$ cat config.mk
export PLATFORM = sky130hd
export DESIGN_NAME = ram_sp_param_flat
export DESIGN_NICKNAME = d
export VERILOG_FILES = /design/src/rtl/ram_sp_param_if.sv /design/src/rtl/ram_sp_param.sv /design/src/flat_wrapper.sv
export SDC_FILE = /design/constraint.sdc
export NUM_CORES = 2
export LEC_CHECK = 0
export ABC_AREA = 1
export CORE_MARGIN = 3
export CORE_UTILIZATION = 30
export DETAILED_ROUTE_END_ITERATION = 8
export HOLD_SLACK_MARGIN = 0.1
export PLACE_DENSITY = 0.47
export SLEW_MARGIN = 40
export SYNTH_ARGS = -nofsm -noshare
export SYNTH_HDL_FRONTEND = slang
export SYNTH_SLANG_ARGS = --single-unit
$ cat constraint.sdc
create_clock -name clk -period 12.4 [get_ports clk]
set_clock_uncertainty 0.05 [all_clocks]
set_input_delay 2.48 -clock clk [delete_from_list [all_inputs] [get_ports clk]]
set_output_delay 2.48 -clock clk [all_outputs]
set_load 0.05 [all_outputs]
$ cat src/rtl/ram_sp_param_if.sv
// Request/response bundle between the core and the single-port data RAM.
interface ram_sp_param_if #(
  parameter int DATA_W = 8,
  parameter int ADDR_W = 8
);
  logic              req;
  logic              we;
  logic [ADDR_W-1:0] addr;
  logic [DATA_W-1:0] wdata;
  logic              ready;
  logic [DATA_W-1:0] rdata;
  logic              rvalid;
  logic              busy;

  modport master (
    output req, we, addr, wdata,
    input  ready, rdata, rvalid, busy
  );

  modport slave (
    input  req, we, addr, wdata,
    output ready, rdata, rvalid, busy
  );
endinterface

$ cat src/rtl/ram_sp_param.sv
// Parametrised single-port RAM with registered read, selectable read-during-write
// behaviour and a post-reset clear sweep.
//
// state    | meaning
// ST_CLEAR | sweeping CLEAR_VALUE into every word, requests ignored
// ST_IDLE  | accepting one read or write per cycle
module ram_sp_param #(
  parameter int               DATA_W         = 8,
  parameter int               ADDR_W         = 8,
  parameter bit               WRITE_FIRST    = 1'b0,
  parameter bit               CLEAR_ON_RESET = 1'b1,
  parameter logic [DATA_W-1:0] CLEAR_VALUE   = {DATA_W{1'b0}}
) (
  input  logic         clk,
  input  logic         rst,
  ram_sp_param_if.slave bus
);
  localparam int DEPTH = 2 ** ADDR_W;

  typedef enum logic {ST_CLEAR, ST_IDLE} state_t;
  localparam state_t RST_STATE = CLEAR_ON_RESET ? ST_CLEAR : ST_IDLE;

  logic [DATA_W-1:0] mem [DEPTH];

  state_t            state;
  logic [ADDR_W-1:0] clr_addr;
  logic [DATA_W-1:0] rdata_q;
  logic              rvalid_q;
  logic              ready_q;

  logic              accept;
  logic              mem_we;
  logic [ADDR_W-1:0] mem_waddr;
  logic [DATA_W-1:0] mem_wdata;

  assign accept = bus.req & ready_q;

  // Single write port shared by the sweep and core writes; held off while in reset.
  always_comb begin
    mem_we    = 1'b0;
    mem_waddr = bus.addr;
    mem_wdata = bus.wdata;
    if (!rst) begin
      if (state == ST_CLEAR) begin
        mem_we    = 1'b1;
        mem_waddr = clr_addr;
        mem_wdata = CLEAR_VALUE;
      end else if (accept && bus.we) begin
        mem_we = 1'b1;
      end
    end
  end

  always_ff @(posedge clk) begin
    if (mem_we) mem[mem_waddr] <= mem_wdata;
  end

  always_ff @(posedge clk or posedge rst) begin
    if (rst) begin
      state    <= RST_STATE;
      clr_addr <= '0;
      rdata_q  <= '0;
      rvalid_q <= 1'b0;
      ready_q  <= (RST_STATE == ST_IDLE);
    end else begin
      rvalid_q <= 1'b0;
      case (state)
        ST_CLEAR: begin
          clr_addr <= clr_addr + 1'b1;
          if (&clr_addr) begin
            state   <= ST_IDLE;
            ready_q <= 1'b1;
          end
        end
        ST_IDLE: begin
          if (accept) begin
            rvalid_q <= 1'b1;
            // The array read sees the pre-edge word, giving read-first on writes.
            if (bus.we && WRITE_FIRST) rdata_q <= bus.wdata;
            else                       rdata_q <= mem[bus.addr];
          end
        end
      endcase
    end
  end

  assign bus.ready  = ready_q;
  assign bus.busy   = ~ready_q;
  assign bus.rdata  = rdata_q;
  assign bus.rvalid = rvalid_q;
endmodule

$ cat src/flat_wrapper.sv
// flat-port wrapper written by rule: the top's interface ports become plain ports
module ram_sp_param_flat 
#(
  parameter int               DATA_W         = 8,
  parameter int               ADDR_W         = 8,
  parameter bit               WRITE_FIRST    = 1'b0,
  parameter bit               CLEAR_ON_RESET = 1'b1,
  parameter logic [DATA_W-1:0] CLEAR_VALUE   = {DATA_W{1'b0}}
)
  (clk, rst, bus_req, bus_we, bus_addr, bus_wdata, bus_ready, bus_rdata, bus_rvalid, bus_busy);
  ram_sp_param_if #(.DATA_W(DATA_W), .ADDR_W(ADDR_W)) bus_i ();
  input  logic clk;
  input  logic rst;
  input wire logic [$bits(bus_i.req)-1:0] bus_req;
  input wire logic [$bits(bus_i.we)-1:0] bus_we;
  input wire logic [$bits(bus_i.addr)-1:0] bus_addr;
  input wire logic [$bits(bus_i.wdata)-1:0] bus_wdata;
  output wire logic [$bits(bus_i.ready)-1:0] bus_ready;
  output wire logic [$bits(bus_i.rdata)-1:0] bus_rdata;
  output wire logic [$bits(bus_i.rvalid)-1:0] bus_rvalid;
  output wire logic [$bits(bus_i.busy)-1:0] bus_busy;
  assign bus_i.req = bus_req;
  assign bus_i.we = bus_we;
  assign bus_i.addr = bus_addr;
  assign bus_i.wdata = bus_wdata;
  assign bus_ready = bus_i.ready;
  assign bus_rdata = bus_i.rdata;
  assign bus_rvalid = bus_i.rvalid;
  assign bus_busy = bus_i.busy;
  ram_sp_param #(.DATA_W(DATA_W), .ADDR_W(ADDR_W), .WRITE_FIRST(WRITE_FIRST), .CLEAR_ON_RESET(CLEAR_ON_RESET), .CLEAR_VALUE(CLEAR_VALUE)) u_core (.clk(clk), .rst(rst), .bus(bus_i));
endmodule
# Word level (Yosys, flattened, before mapping)
# Memory sizes are Yosys's and may differ from the RTL's. A register that Yosys moved wholly into a read port is not among the register bits.
# Index checks and enable logic that the tools add are counted.
# totals
output_inout_bits	11
ff_bits	11
input_bits	20
wordCells	26
mem_count	1
ram_bits	2048
# memory_table
memory	depth	width	rd	rd_ports_with_merged_regs	wr	line_no	source
u_core.mem	256	8	1	1	1	ram_sp_param.sv:23	logic [DATA_W-1:0] mem [DEPTH];
# classes
reduce_logical	4
n_bitwise	3
n_addsub	1
n_mux	13
# op_table
cell	n
2-to-1 mux 8 bit	4
2-to-1 mux 1 bit	9
AND reduction 9 bit	1
adder 8 x 1 -> 8 bit, second input constant	1
AND reduction 8 bit	1
inverter 1 bit	2
AND reduction 2 bit	1
AND 1 bit	1
logical AND 1 bit	1

# Logic depth before layout (Yosys ltp)
# depth
depth_word	7
depth_mapped	15
mapped_depth_nobuf	11

# Worst setup path before layout
# OpenSTA, ideal clock, no wires.
# synth_path
kind	input to register
from	input port rst
to	memory u_core.mem[0][0], data pin
slack_ns	2.363
n_path_buf	1
setup_time_ns	1.389
required_ns	10.961
cell_stages	3
arrival_time_ns	8.597
path_cell_list	nor2_4 > buf_2 > nor2_1
# synth_via
elab_chain_len	1
# synth_rtl
element	line_no	source
start, declared	flat_wrapper.sv:13	input logic rst;
2-to-1 mux 8 bit	ram_sp_param.sv:43	if (!rst) begin
via u_core.mem_wdata[0]	ram_sp_param.sv:34	logic [DATA_W-1:0] mem_wdata;
end, declared	ram_sp_param.sv:23	
# The timed path passes the listed nets, and every way through them passes these cells.

==> results.md <==
Synth:
- By area the synthesized netlist is led by edfxtp_1 73%, nand3_1 12%, nand2_1 9.3%.
- The synthesized net count is around 7100.
- The prevailing post-synth register cell is edfxtp_1.
- The gate count after technology mapping is 7090.
- In this run, synthesis inferred ~2000 flip-flops with an integrated enable.
- Summed over all instances, the cell type with the most area after synthesis is edfxtp_1.
- Counting flops and latches in the post-synthesis netlist gives 2067.
- A synthesized cell averages approximately 12 um^2.
- Summing every instance area after synthesis gives 84300 um^2.
- Counting distinct cell types in the post-synthesis netlist gives 29.
- Of the post-synthesis cell area, the dominant cell type holds 0.730.
- Of the synthesized area, sequential elements account for 0.735.
- The async set-or-reset flop fraction in the synthesized netlist is 0.00919.
- The Yosys step of the flow raised 0 warnings.

Finish:
- The library cells used most frequently in the layout, excluding fill and tap cells, are 2087 x nand2_1, 2048 x edfxtp_1, 2044 x nand3_1, 219 x clkbuf_16, 172 x nor2_1.
- The fraction of layout instances using a drive strength above 1 is 0.0812.
- The fraction of the core area covered by cells at the end of the flow is 0.343.
- For this run, the post-layout net count is approximately 7000.
- Leaving out fill and tap cells, the most frequent cell in the layout is nand2_1.
- Counting the fill cells in the layout gives roughly 27000.
- Relative to the synthesized area, the layout overhead comes to 13.2%.

Detailed routing:
- The count of nets left with antenna violations once routing finished came out at 0.
- The number of iterations in the first detailed-routing pass is 6.
- The routed design has 256000 um of wire.
- The post-detailed-route wirelength per cell is 23.6 um.
- The remaining design rule violation count is 0.
- For this block, the via count after detailed routing is 54400.
- Dividing the detail-routed via count by the number of cells gives 5.02.
- The detailed router finished its first iteration with 5412 violations.

Worst setup path:
- The slowest cell on the critical path is buf_6.
- In this run the register-to-register setup slack is 8590 ps.
- The type of the setup path with the least slack is input pin to flip-flop.
- The launching point of the worst reg2reg path is u_core.state.
- The depth of the worst register-to-register path is 12.
- The critical path data required time is approximately 13000 ps.
- The worst flop-to-flop path endpoint is u_core.mem[71][4].
- The critical path capture point type is a flip-flop.
- The signal on the critical path passes through buf_8 > buf_6 > buf_12 > buf_16 > buf_12 > buf_16 > nand2_1 > nand3_1 > nand3_1 > nand3_1 > nand3_1 > nand3_1 > nand3_1 > nand3_1 > nand3_1 > nand2_1.
- The delay of the slowest cell on the worst path is 580 ps.
- Data arrives at the worst endpoint at around 6600 ps.
- In this run the worst path has a maximum fanout of 129.
- The worst setup path is launched from an input pin.
- The most frequent cell on the critical path is nand3_1.
- The kind of cell adding the most delay to the critical path is buffers and inverters.
- Together, buffers and inverters on the worst path number 6.

Die:
- The die outline height is 536 um.
- The width of the die is around 540 um.
- 31 I/O pins were placed.
- The placeable core region is roughly 280000 um^2.
- The initialized floorplan defines 193 standard-cell rows.
- The floorplan step defined a die boundary enclosing roughly 290000 um^2.
- For this configuration, the core starts out at a cell density of 0.303.

Timing:
- The highest clock frequency the design can meet is about 170 MHz.
- Setup violations remaining at the end of the flow were counted as 0.
- The final count of hold timing violations is 0.
- At the pin with the least slew margin, the transition time is 885 ps.
- The worst pin sits at a relative slew slack of 0.410.
- Setup repair after global routing left no endpoint under its margin.
- The max-slew violation total from the final report is 0.
- The minimum period implied by the final worst setup slack is 5880 ps.
- Across all setup checks in the final design, the least slack found is between 6000 and 7000 ps.
- The tightest hold path in the finished design has a slack of 490 ps.
- The post-route fraction of the period consumed by the critical path is 0.474.
- In the final timing run, aggregate negative setup slack is 0 ps.

Clock network:
- In this run the clock root is driven by a clkbuf_16.
- The CTS sink count is between 2000 and 2500.
- The buffer count from post-CTS setup fixing is 0.
- The longest clock path from root to sink contains 3 buffers.
- The number of hold buffers added after CTS was 0.
- CTS built an H-tree with a depth of 4.
- The clock tree from TritonCTS is built.
- The number of cells upsized or downsized after cts is 0.
- In this run, CTS created clock tree buffers numbering approximately 220.
- After clock tree synthesis, the clock-pin slew on the worst setup and hold paths is 60 ps.
- The clock network latency to the later pin of the worst-skew pair is 870 ps.

Min path:
- The worst hold path begins at u_core.clr_addr[0].
- The worst hold path was traced through 2 stages.
- The sink of the worst hold path is u_core.clr_addr[0].
- The worst hold-check path type is flip-flop to flip-flop.

GRT:
- The global-route wire length before repair is 373000 um.
- The initial antenna violation count was 6.
- The leftover overflow at the end of global routing is 0.
- Entering global routing, the biggest net connects 183 pins.
- The global router's overall resource usage is 0.174.
- The number of global-route vias before repair is 51900.

Power and ir drop:
- The leakage power total is 32.4 nW.
- For this design the ratio of total power to cell area is about 160 nW/um^2.
- The maximum VDD drop is approximately 0.13 mV.

Place:
- The pre-CTS setup slack is 5680 ps.
- The total half-perimeter wirelength after legalization and detailed placement is 141000 um.
- The routability congestion estimate is 0.791.
- The number of buffers inserted by port buffering is 30.

Outcome:
- The flow ran to the end, and the final reports show no timing, DRC or antenna violations.

Run:
- Across the run, the number of max-cap violations was 0.
-- cells by family after synthesis --
| logic type | after synthesis | synth area share |
|---|---|---|
| flops | 2067 | 0.735 |
| compound gates | 10 | 0.000816 |
| simple gates | 4464 | 0.231 |
| xor+xnor | 6 | 0.000623 |
| buf+inv | 542 | 0.0327 |
| fa+ha+maj | 1 | 0.000148 |
-- worst max-delay path by stage --
| stage | slack (ps) | depth (start not counted) | start | to |
|---|---|---|---|---|
| 6_report | 6520 | 16 | bus_addr[0] | u_core.bus.rdata[3] |
| 5_1_grt | 6250 | 16 | bus_addr[0] | u_core.bus.rdata[3] |
| 4_1_cts | 6600 | 13 | bus_addr[1] | u_core.bus.rdata[0] |
| 3_5_place_dp | 5680 | 13 | bus_addr[1] | u_core.bus.rdata[0] |
| 3_3_place_gp | 5360 | 13 | bus_addr[1] | u_core.bus.rdata[0] |
| 2_1_floorplan | 2360 | 3 | rst | u_core.mem[0][0] |
-- cell usage after synthesis (12+ instances only) --
master       n
buf_4       36
inv_1       49
buf_2      309
nand2_2     12
clkbuf_1    71
nand2_1   2097
edfxtp_1  2048
dfrtp_1     19
nor2_1     295
buf_6       25
nand3_1   2044
buf_1       42
-- metrics by stage --
step	total power [mW]	std cells	area, um^2
floorplan	8.40	7090	84300
finish	14.9	10800	95400
detailed placement	8.74	10400	88100
global route	15.4	10800	95400
global placement	8.73	10400	87700
CTS	15.1	10800	95000
-- flip-flops by register name, summed over array words and instances, names as in the netlist --
register           flops
u_core.mem          2048
u_core.state           1
u_core.bus.rdata       8
u_core.clr_addr        8
u_core.bus.ready       1
u_core.bus.rvalid      1
-- cell type report --
cell class                      count  area, um^2  share of cell area
Inverter                           58         262             0.00274
Clock inverter                    122        1100              0.0116
Clock buffer                      278        5740              0.0602
Multi-Input combinational cell   4481       20000               0.209
Tap cell                         3705        4640              0.0486
Antenna cell                        1        2.50           0.0000262
Timing Repair Buffer              137        1720              0.0180
Sequential cell                  2067       62000               0.650
-- tightest hold or removal path, cell delays in order, from the launching register on --
cell     delay (ps)
dfrtp_1         360
nor2_1           50
nor2_1           80
-- power breakdown --
| part | internal (mW) | total (mW) | leakage, nW | switching (mW) |
|---|---|---|---|---|
| clock | 3.61 | 6.34 | 3.34 | 2.73 |
| combinational | 0.205 | 0.908 | 10.1 | 0.702 |
| sequential | 7.69 | 7.69 | 18.9 | 0.00190 |
-- metal layers --
metal	wire (um)	up-vias	track usage	part of all wire
li1	-	24900	-	-
met1	115000	27400	0.252	0.45
met2	119000	1802	0.273	0.46
met3	16200	312	0.0241	0.063
met4	5930	0	0.0477	0.023
met5	0	-	0	0
(Power assumes the default switching activity.)
